File: config.mk
export PLATFORM = sky130hd
export DESIGN_NAME = rptr_sync_handler
export DESIGN_NICKNAME = d
export VERILOG_FILES = /design/src/rtl/rptr_sync_handler.sv
export SDC_FILE = /design/constraint.sdc
export NUM_CORES = 1
export LEC_CHECK = 0
export CORE_MARGIN = 1
export CORE_UTILIZATION = 45
export DETAILED_ROUTE_END_ITERATION = 10
export GPL_TIMING_DRIVEN = 0
export PLACE_DENSITY_LB_ADDON = 0.15
export REMOVE_ABC_BUFFERS = 1
export SETUP_SLACK_MARGIN = 0.1
export SYNTH_ARGS = -nofsm -noshare
export SYNTH_HDL_FRONTEND = slang
export SYNTH_SLANG_ARGS = --single-unit
File: constraint.sdc
create_clock -name rclk -period 4.8 [get_ports rclk]
set_input_delay 0.72 -clock rclk [delete_from_list [all_inputs] [get_ports rclk]]
set_output_delay 0.72 -clock rclk [all_outputs]
set_load 0.02 [all_outputs]
File: src/rtl/rptr_sync_handler.sv
// -----------------------------------------------------------------------------
// rptr_sync_handler
//
// Read-side pointer controller for an asynchronous FIFO. It brings the Gray
// write pointer into the read clock domain through a two-flop synchroniser and
// maintains the binary and Gray read pointers. It also produces registered
// empty, almost-empty and fill-level status.
//
// Optional feature macro: RPTR_UNDERFLOW_EN
//   defined   : runderflow is a sticky register. It is set by a read while
//               empty and cleared by rclr_err or by reset. Set wins over clear.
//   undefined : no register; runderflow is tied to 0 and rclr_err is ignored.
//
// Parameters
//   ADDR_SIZE     : memory address width, FIFO depth = 2**ADDR_SIZE
//   AEMPTY_THRESH : raempty asserts when the fill level <= this value
//
// Ports
//   rclk       in   read clock (only clock in the block)
//   rrst_n     in   synchronous active-low reset
//   rinc       in   read request; consumes one entry when rinc & ~rempty
//   rclr_err   in   clears the sticky underflow flag
//   wptr       in   Gray write pointer, asynchronous to rclk
//   raddr      out  memory read address (low bits of the binary read pointer)
//   rptr       out  registered Gray read pointer, exported to the write domain
//   rempty     out  registered empty flag
//   raempty    out  registered almost-empty flag
//   rlevel     out  registered fill level, 0..2**ADDR_SIZE
//   runderflow out  sticky underflow error
// -----------------------------------------------------------------------------
module rptr_sync_handler #(
   parameter int ADDR_SIZE     = 4,
   parameter int AEMPTY_THRESH = 2
) (
   input  logic                 rclk,
   input  logic                 rrst_n,
   input  logic                 rinc,
   input  logic                 rclr_err,
   input  logic [ADDR_SIZE:0]   wptr,
   output logic [ADDR_SIZE-1:0] raddr,
   output logic [ADDR_SIZE:0]   rptr,
   output logic                 rempty,
   output logic                 raempty,
   output logic [ADDR_SIZE:0]   rlevel,
   output logic                 runderflow
);

   localparam logic [ADDR_SIZE:0] AEMPTY_LVL = (ADDR_SIZE+1)'(AEMPTY_THRESH);
   localparam logic [ADDR_SIZE:0] PTR_ZERO   = {(ADDR_SIZE+1){1'b0}};

   // Binary to reflected Gray code.
   function automatic logic [ADDR_SIZE:0] bin2gray(input logic [ADDR_SIZE:0] b);
      return (b >> 1) ^ b;
   endfunction

   // Gray to binary: XOR prefix running down from the MSB.
   function automatic logic [ADDR_SIZE:0] gray2bin(input logic [ADDR_SIZE:0] g);
      logic [ADDR_SIZE:0] b;
      b[ADDR_SIZE] = g[ADDR_SIZE];
      for (int i = ADDR_SIZE - 1; i >= 0; i--) begin
         b[i] = b[i+1] ^ g[i];
      end
      return b;
   endfunction

   logic [ADDR_SIZE:0] rq1_wptr_r;
   logic [ADDR_SIZE:0] rq2_wptr_r;
   logic [ADDR_SIZE:0] rbin_r;

   logic               rd_en_s;
   logic [ADDR_SIZE:0] rbin_next_s;
   logic [ADDR_SIZE:0] rgray_next_s;
   logic [ADDR_SIZE:0] wbin_s;
   logic [ADDR_SIZE:0] level_next_s;

   // Next-pointer and next-level arithmetic; empty blocks the increment.
   always_comb begin
      rd_en_s      = rinc & ~rempty;
      rbin_next_s  = rbin_r + {{ADDR_SIZE{1'b0}}, rd_en_s};
      rgray_next_s = bin2gray(rbin_next_s);
      wbin_s       = gray2bin(rq2_wptr_r);
      // Modulo 2**(ADDR_SIZE+1) difference; the extra MSB separates full from empty.
      level_next_s = wbin_s - rbin_next_s;
   end

   // Two-flop synchroniser for the incoming Gray write pointer.
   always_ff @(posedge rclk) begin
      if (!rrst_n) begin
         rq1_wptr_r <= PTR_ZERO;
         rq2_wptr_r <= PTR_ZERO;
      end else begin
         rq1_wptr_r <= wptr;
         rq2_wptr_r <= rq1_wptr_r;
      end
   end

   // Read pointers and status flags. rptr is registered so that it changes
   // by exactly one bit per increment as seen by the write domain.
   always_ff @(posedge rclk) begin
      if (!rrst_n) begin
         rbin_r  <= PTR_ZERO;
         rptr    <= PTR_ZERO;
         rempty  <= 1'b1;
         raempty <= 1'b1;
         rlevel  <= PTR_ZERO;
      end else begin
         rbin_r  <= rbin_next_s;
         rptr    <= rgray_next_s;
         rempty  <= (rgray_next_s == rq2_wptr_r);
         raempty <= (level_next_s <= AEMPTY_LVL);
         rlevel  <= level_next_s;
      end
   end

   assign raddr = rbin_r[ADDR_SIZE-1:0];

`ifdef RPTR_UNDERFLOW_EN
   // Sticky underflow flag; a read while empty takes priority over a clear.
   always_ff @(posedge rclk) begin
      if (!rrst_n) begin
         runderflow <= 1'b0;
      end else if (rinc & rempty) begin
         runderflow <= 1'b1;
      end else if (rclr_err) begin
         runderflow <= 1'b0;
      end else begin
         runderflow <= runderflow;
      end
   end
`else
   logic unused_clr_s;
   assign unused_clr_s = rclr_err;
   assign runderflow   = 1'b0;
`endif

endmodule

==> metrics.csv, run 1 <==
metric,value,unit
DP HPWL,1340,um
H-tree depth,1,
Leakage Power,0.607,nW
Pins Over Slew Limit,0,
Hold Buf Count CTS,0,
Layout Nets,151,
Post-Syn Instances,110,
share of layout cells above drive strength 1,0.0602,
Worst setup EP type,register,
Finish-stage setup viols,0,
CTS root buf,clkbuf_4,
initial DRC count,5,
Core Footprint,2480,um^2
Final Hold Fails,0,
"commonest non-fill, non-tap cell in the layout",dfxtp_1,
most frequent cells in the layout,"26 x dfxtp_1, 23 x clkdlybuf4s50_1, 18 x and2_1",
filler cell count in the final layout,225,
PortBufs,23,
"Setup Fix Bufs, Post-CTS",0,
Worst setup SP type,input port,
Yosys top cell area share,0.440,
"Distinct cells, synth",32,
Worst Path Buf+Inv,1,
ANT nets after route,0,
Max-slew headroom,0.659,
"Clk Latency, worst-skew pair",310,ps
full die area,2840,um^2
GRT Total Usage,0.149,
die width,53.3,um
slowest stage cell on the critical path,clkdlybuf4s50_1,
first-pass GRT wire length,2990,um
vias in the first global route,707,
CTS Sinks,26,
status,"finished, final reports clean",
largest cells by area after synthesis,"dfxtp_1 44%, and2_1 9.5%, xor2_1 8.1%",
ant diodes,0,
"Seq/Total Area, Yosys",0.440,
std cell rows,18,
DRT Wirelength,1810,um
WS Path Type,in -> reg,
Tcrit/Tclk final,0.622,
vias per cell,4.75,
Pwr Total,0.450,mW
worst vdd ir,0.204,mV
largest net degree at the start of global routing,19,
final clock skew,3.87,ps
Final Wtd Congestion,0.715,
Final min period,2980,ps
CTS Buf Count,3,
Yosys Warn Count,0,
ys async rst share,0,
total global routing overflow,0,
CP max stage delay,450,ps
via count,775,
mean area per synthesized cell,10.8,um^2
RSZ-0062 raised after global routing,false,
"EDFF count, synth",0,
CTS tree,built,
initial antenna violation count,0,
Critical Path RT,5020,ps
maximum clock rate,335,MHz
Starting Density,0.478,
CP top delay family,compound AO/OA/AOI/OAI gates,
Critical Path Fanout Max,5,
Die Y,53.3,um
DRC errors left,0,
post-CTS sizing,0,
Synth area leader,dfxtp_1,
Slew @ Worst Pin,511,ps
Area Overhead vs Synth,21.9,%
drt first pass iters,4,
clock slew at reported path FFs,120,ps
worst-path cell chain,clkdlybuf4s50_1 -> nor2b_1 -> ha_1 -> nand3_1 -> xor2_1 -> ha_1 -> a21o_2 -> a31oi_1 -> xor2_1 -> a2111oi_2,
max-cap check violation count,0,
final setup margin,1820,ps
Critical Path AT,3210,ps
"flops & latches, synth",26,
Power Dens Cells,312,nW/um^2
pre-CTS WS,1500,ps
clk buf depth,2,
Worst Hold Class,reg -> reg,
drt wl/cell,11.1,um
Setup TNS Final,0,ps
most common flop cell mapped by yosys,dfxtp_1,
synthesized area,1180,um^2
# IOs,26,
[cell families after synthesis]
logic type	after synthesis	synth area share
AO/OA/AOI/OAI	11	0.0698
XOR/XNOR	22	0.195
adder cells (fa/ha/maj)	7	0.0803
buffers and inverters	8	0.0423
flip-flops	26	0.440
multiplexers	1	0.00846
other	1	0.00317
AND/OR/NAND/NOR	34	0.162
[final cells by class]
class                      instances  area, um^2  share of cell area
sequential                        26         520               0.361
inverter                           5        18.8              0.0130
timing repair buffer              23         230               0.160
clock buffer                       3        22.5              0.0156
tap                               30        37.5              0.0260
multi-input combinational         76         613               0.425
[Yosys cell counts, types with 2 or more instances]
master   count
dfxtp_1     26
and2_1      18
xor2_1      11
nor2_1       9
xnor2_1      8
ha_1         6
a21oi_1      3
inv_1        3
nand3_1      2
nor2b_1      2
[per-stage QoR]
stage	instances	utilization	hold slack, ps	area [um^2]
after global placement	160	0.573	414	1420
after detailed placement	160	0.573	418	1420
after CTS	163	0.582	453	1440
after global routing	163	0.582	464	1440
final	163	0.582	448	1440
after floorplan	107	-	412	1150
[sequential cells by signal (all words and copies together), names as in the netlist]
signal and cells:
rlevel 5, rq2_wptr_r 5, rptr 5, rbin_r 4, rempty 1, rq1_wptr_r 5, raempty 1
[per-layer routing]
metal	vias up	track usage	share of wire
met2	21	0.225	0.45
li1	404	-	-
met4	0	0.0789	0.016
met3	4	0.0259	0.036
met5	-	0	0
met1	346	0.198	0.49
[final timing paths]
path | start | endpoint | slack, ps | cells past startpoint
setup / recovery | rinc | raempty$_SDFF_PN1_ | 1820 | 10
hold / removal | rq1_wptr_r[1]$_SDFF_PN0_ | rq2_wptr_r[1]$_SDFF_PN0_ | 450 | 1
setup reg to reg | rq2_wptr_r[4]$_SDFF_PN0_ | raempty$_SDFF_PN1_ | 1980 | 9
hold reg to reg | rq1_wptr_r[1]$_SDFF_PN0_ | rq2_wptr_r[1]$_SDFF_PN0_ | 450 | 1
[where the power goes]
part | switching (mW) | total [mW] | internal (mW)
Sequential | 0.00700 | 0.241 | 0.234
Combinational | 0.0584 | 0.120 | 0.0617
Clock | 0.0592 | 0.0886 | 0.0294
Power figures use the tool's default switching activity.
==> run 2: changes to the inputs <==
clock period = 2.9 ns   (was 4.8 ns; I/O delays follow)
==> run 2 against run 1 <==
Clock skew hardly changed; non-clock buffer count is 1 higher; via count decreased by 0.26%; critical path depth is the same; combinational power increased by 75%; die area is the same; core utilization increased by 2.2 points; cell count up 0.61%; routed wire length up 3.1%; count of clock-buffer cells in the layout did not move; first-iteration DRC count is 100% lower.
==> metrics.csv, run 2 (synthesis results as in run 1) <==
metric,value,unit,change
status,"finished, final reports clean",,
WS Path Type,in -> reg,,
Tcrit/Tclk final,0.916,,
total global routing overflow,0,,unchanged
Critical Path AT,2880,ps,-330 ps
largest net degree at the start of global routing,19,,unchanged
std cell rows,18,,unchanged
vias per cell,4.71,,-0.87%
Area Overhead vs Synth,26.5,%,
maximum clock rate,377,MHz,
initial antenna violation count,0,,unchanged
Critical Path RT,3120,ps,-1900 ps
Power Dens Cells,505,nW/um^2,+62%
Switching Share,0.279,,+0.00178
drt first pass iters,1,,-3
Leakage Power,0.618,nW,+1.8%
"Clk Latency, worst-skew pair",310,ps,about the same
CTS Sinks,26,,unchanged
combinational power share,0.277,,+0.010
Critical Path Fanout Max,5,,unchanged
Slew @ Worst Pin,513,ps,+2.50 ps
drt wl/cell,11.4,um,+2.5%
Layout Nets,152,,+0.66%
non-filler instance count after layout,164,,+0.61%
Worst setup EP type,register,,
Hold Buf Count CTS,0,,unchanged
final clock skew,4.28,ps,+0.411 ps
ant diodes,0,,unchanged
H-tree depth,1,,unchanged
DP HPWL,1340,um,unchanged
most frequent cells in the layout,"25 x dfxtp_1, 23 x clkdlybuf4s50_1, 18 x and2_1",,
Die Y,53.3,um,unchanged
Flop pwr share,0.529,,-0.007
via count,773,,-0.26%
Starting Density,0.478,,unchanged
switching pwr,0.211,mW,+69%
full die area,2840,um^2,unchanged
ANT nets after route,0,,unchanged
DRT Wirelength,1870,um,+3.1%
CTS root buf,clkbuf_4,,
GRT Total Usage,0.149,,unchanged
clk buf depth,2,,unchanged
CTS tree,built,,
DRC errors left,0,,unchanged
Worst setup SP type,input port,,
clock slew at reported path FFs,120,ps,about the same
# placed instances,160,,unchanged
initial DRC count,0,,-5
Finish-stage setup viols,0,,unchanged
RSZ-0062 raised after global routing,false,,
share of layout cells above drive strength 1,0.119,,+0.0593
Core Footprint,2480,um^2,unchanged
Pint,0.546,mW,+68%
max-cap check violation count,0,,unchanged
vias in the first global route,707,,unchanged
Pins Over Slew Limit,0,,unchanged
# IOs,26,,unchanged
Final Wtd Congestion,0.715,,unchanged
Setup TNS Final,0,ps,unchanged
PortBufs,23,,unchanged
Worst Hold Class,reg -> reg,,
Final Hold Fails,0,,unchanged
"commonest non-fill, non-tap cell in the layout",dfxtp_1,,
die width,53.3,um,unchanged
Max-slew headroom,0.657,,-0.00167
Final min period,2660,ps,
worst vdd ir,0.340,mV,+67%
clock share of power,0.193,,-0.004
first-pass GRT wire length,2990,um,unchanged
CTS Buf Count,3,,unchanged
-- run 2: per-layer routing --
metal  wire length, um  track usage  part of all wire
met5                 0            0                 0
met4                32       0.0789             0.017
met3                59       0.0259             0.032
met2               872        0.225              0.47
met1               901        0.198              0.48
-- run 2: cell type report --
type | instances | area, um^2
well taps | 30 | 37.5
multi-input cells | 76 | 659
inverters | 5 | 18.8
flip-flops and latches | 26 | 522
fillers | 226 | 980
repair buffers | 24 | 238
clock buffers | 3 | 22.5
-- run 2: power by group through the flow --
stage	Combinational (mW)	Clock, mW	Sequential [mW]
2_1_floorplan	0.0929	0	0.437
3_3_place_gp	0.198	0	0.406
3_5_place_dp	0.200	0	0.407
4_1_cts	0.203	0.156	0.400
5_1_grt	0.228	0.170	0.404
6_report	0.210	0.146	0.401
-- run 2: worst paths after layout --
| path | startpoint | to | slack [ps] | cells after the start |
|---|---|---|---|---|
| worst min-delay path | rq1_wptr_r[1]$_SDFF_PN0_ | rq2_wptr_r[1]$_SDFF_PN0_ | 450 | 1 |
| worst max-delay path | rinc | raempty$_SDFF_PN1_ | 240 | 10 |
| worst min register to register | rq1_wptr_r[1]$_SDFF_PN0_ | rq2_wptr_r[1]$_SDFF_PN0_ | 450 | 1 |
| worst max register to register | rq2_wptr_r[2]$_SDFF_PN0_ | raempty$_SDFF_PN1_ | 250 | 9 |
-- run 2: through the flow --
stage               hold WS [ps]  utilization  worst slack (ps)  cell area (um^2)  power, mW
global route                 464        0.605               114              1500      0.802
finish                       448        0.605               244              1500      0.757
global placement             414        0.573             -61.8              1420      0.604
detailed placement           418        0.573              -113              1420      0.607
floorplan                    412            -               323              1150      0.530
CTS                          453        0.585               148              1450      0.759
-- run 2: critical path, stage by stage --
cell	delay, ps
clkdlybuf4s50_1	440
nor2b_2	160
ha_2	260
nand3_1	150
xor2_2	190
ha_1	340
a21o_2	220
a31oi_1	190
xor2_1	130
a2111oi_2	350
-- run 2: timing repair --
action,4_1_cts,5_1_grt
gates cloned,0,0
buffers inserted,0,1
gates resized for setup,1,8
pin swaps,0,3
endpoints found under the setup margin,1,1
==> run 3: changes to the inputs <==
CAP_MARGIN = 20   (was not set)
CORE_UTILIZATION = 44   (was 45)
clock period = 2.2 ns   (was 2.9 ns; I/O delays follow)
==> run 3 against run 2 <==
The flow now finishes with violations (setup timing); count of clock-buffer cells in the layout stayed put; setup slack worse by 530 ps; routed wire length is 3.8% higher; core utilization is 3.3 points higher; register-to-register slack worse by 530 ps; cell count is 3.0% higher; critical path type is now reg -> reg.
==> metrics.csv, run 3 (synthesis results as in run 1) <==
metric,value,unit,change
combinational power share,0.308,,+0.031
Final Hold Fails,0,,unchanged
DP HPWL,1300,um,-3.2%
final setup margin,-284,ps,-529 ps
filler cell count in the final layout,208,,-8.0%
total global routing overflow,0,,unchanged
worst-path cell chain,xor3_2 -> xor2_4 -> xnor2_2 -> ha_2 -> inv_2 -> fa_2 -> buf_6 -> xnor2_1 -> nor2_1 -> a2111oi_2,,
maximum clock rate,402,MHz,
initial DRC count,13,,+13
Pint,0.747,mW,+37%
share of layout cells above drive strength 1,0.216,,+0.0964
Worst Hold Class,reg -> reg,,
CTS Buf Count,3,,unchanged
clock share of power,0.185,,-0.008
CTS Sinks,26,,unchanged
std cell rows,18,,unchanged
Pins Over Slew Limit,0,,unchanged
slowest stage cell on the critical path,xor3_2,,
largest net degree at the start of global routing,19,,unchanged
Critical Path Fanout Max,3,,-2
Critical Path RT,2420,ps,-700 ps
Layout Nets,157,,+3.3%
initial antenna violation count,0,,unchanged
Worst setup EP type,register,,
DRT Wirelength,1940,um,+3.8%
Finish-stage setup viols,3,,+3
worst vdd ir,0.542,mV,+59%
Tcrit/Tclk final,1.13,,
drt wl/cell,11.5,um,+0.73%
max-cap check violation count,0,,unchanged
most frequent cells in the layout,"23 x clkdlybuf4s50_1, 23 x dfxtp_1, 18 x and2_1",,
full die area,2900,um^2,+2.2%
Pwr Total,1.04,mW,+38%
status,finished with violations,,
Critical Path AT,2710,ps,-170 ps
Area Overhead vs Synth,34.6,%,
DRC errors left,0,,unchanged
Final min period,2480,ps,
Flop pwr share,0.507,,-0.022
failing checks,setup timing,,
Starting Density,0.473,,-0.00430
vias in the first global route,743,,+5.1%
Power Dens Cells,655,nW/um^2,+30%
# IOs,26,,unchanged
Die Y,53.9,um,+1.1%
Max-slew headroom,0.651,,-0.00630
Worst setup SP type,register,,
WS Path Type,reg -> reg,,
vias per cell,4.70,,-0.20%
drt first pass iters,4,,+3
Setup TNS Final,-594,ps,-594 ps
RSZ-0062 raised after global routing,true,,
"Clk Latency, worst-skew pair",310,ps,about the same
final clock skew,1.67,ps,-2.61 ps
Slew @ Worst Pin,522,ps,+9.42 ps
switching pwr,0.296,mW,+40%
Switching Share,0.284,,+0.00510
ANT nets after route,0,,unchanged
clock slew at reported path FFs,130,ps,about the same
die width,53.9,um,+1.1%
ant diodes,0,,unchanged
H-tree depth,1,,unchanged
Core Footprint,2500,um^2,+0.91%
Leakage Power,0.651,nW,+5.5%
first-pass GRT wire length,3240,um,+8.6%
Final Wtd Congestion,0.724,,+1.2%
GRT Total Usage,0.162,,+0.0134
CTS tree,built,,
via count,795,,+2.8%
CP max stage delay,490,ps,+50 ps
PortBufs,23,,unchanged
clk buf depth,2,,unchanged
CTS root buf,clkbuf_4,,
[run 3: power by group through the flow]
stage / sequential [mW] / combinational, mW / clock, mW
floorplan: 0.576 / 0.122 / 0
global placement: 0.535 / 0.260 / 0
detailed placement: 0.536 / 0.262 / 0
CTS: 0.529 / 0.298 / 0.204
global route: 0.534 / 0.349 / 0.225
finish: 0.529 / 0.321 / 0.193
[run 3: area by class of cell]
class / count / area, um^2 / area share
multi-input combinational: 76 / 711 / 0.446
sequential: 26 / 524 / 0.329
timing repair buffer: 29 / 279 / 0.175
tap: 30 / 37.5 / 0.0236
clock buffer: 3 / 22.5 / 0.0141
inverter: 5 / 18.8 / 0.0118
[run 3: worst paths after layout]
check                                              start                  endpoint  slack (ps)  cells past startpoint
worst max register to register  rq2_wptr_r[4]$_SDFF_PN0_        raempty$_SDFF_PN1_        -280                     10
worst max-delay path            rq2_wptr_r[4]$_SDFF_PN0_        raempty$_SDFF_PN1_        -280                     10
worst min-delay path            rq1_wptr_r[4]$_SDFF_PN0_  rq2_wptr_r[4]$_SDFF_PN0_         450                      1
worst min register to register  rq1_wptr_r[4]$_SDFF_PN0_  rq2_wptr_r[4]$_SDFF_PN0_         450                      1
[run 3: metal layers]
| layer | global-route usage | vias up | wire length [um] |
|---|---|---|---|
| li1 | - | 413 | - |
| met1 | 0.205 | 357 | 875 |
| met2 | 0.255 | 20 | 938 |
| met3 | 0.0395 | 5 | 85 |
| met4 | 0.0789 | 0 | 38 |
| met5 | 0 | - | 0 |
[run 3: stage by stage]
step / utilization / cell area [um^2] / instances / setup slack, ps / hold WS, ps
3_5_place_dp: 0.568 / 1420 / 160 / -717 / 419
4_1_cts: 0.620 / 1550 / 168 / -318 / 450
6_report: 0.637 / 1590 / 169 / -284 / 448
2_1_floorplan: - / 1150 / 107 / -377 / 396
5_1_grt: 0.637 / 1590 / 169 / -406 / 474
3_3_place_gp: 0.568 / 1420 / 160 / -651 / 415
[run 3: worst max-delay path: cells and delay by family, from the launching register on]
| family | cells | cell delay (ps) |
|---|---|---|
| AOI/OAI and AO/OA | 1 | 200 |
| xor gates and xnor gates | 4 | 990 |
| adders and majority gates | 2 | 570 |
| buffers and inverters | 2 | 170 |
| DFF | 1 | 370 |
| and+or+nand+nor | 1 | 80 |
[run 3: what timing repair did]
action | in CTS | in global routing
pin swaps | 6 | 3
cloned | 0 | 0
endpoints found under the hold margin | 0 | 0
resized for setup | 16 | 7
hold buffers | 0 | 0
setup endpoints to repair | 6 | 6
setup buffers | 5 | 1
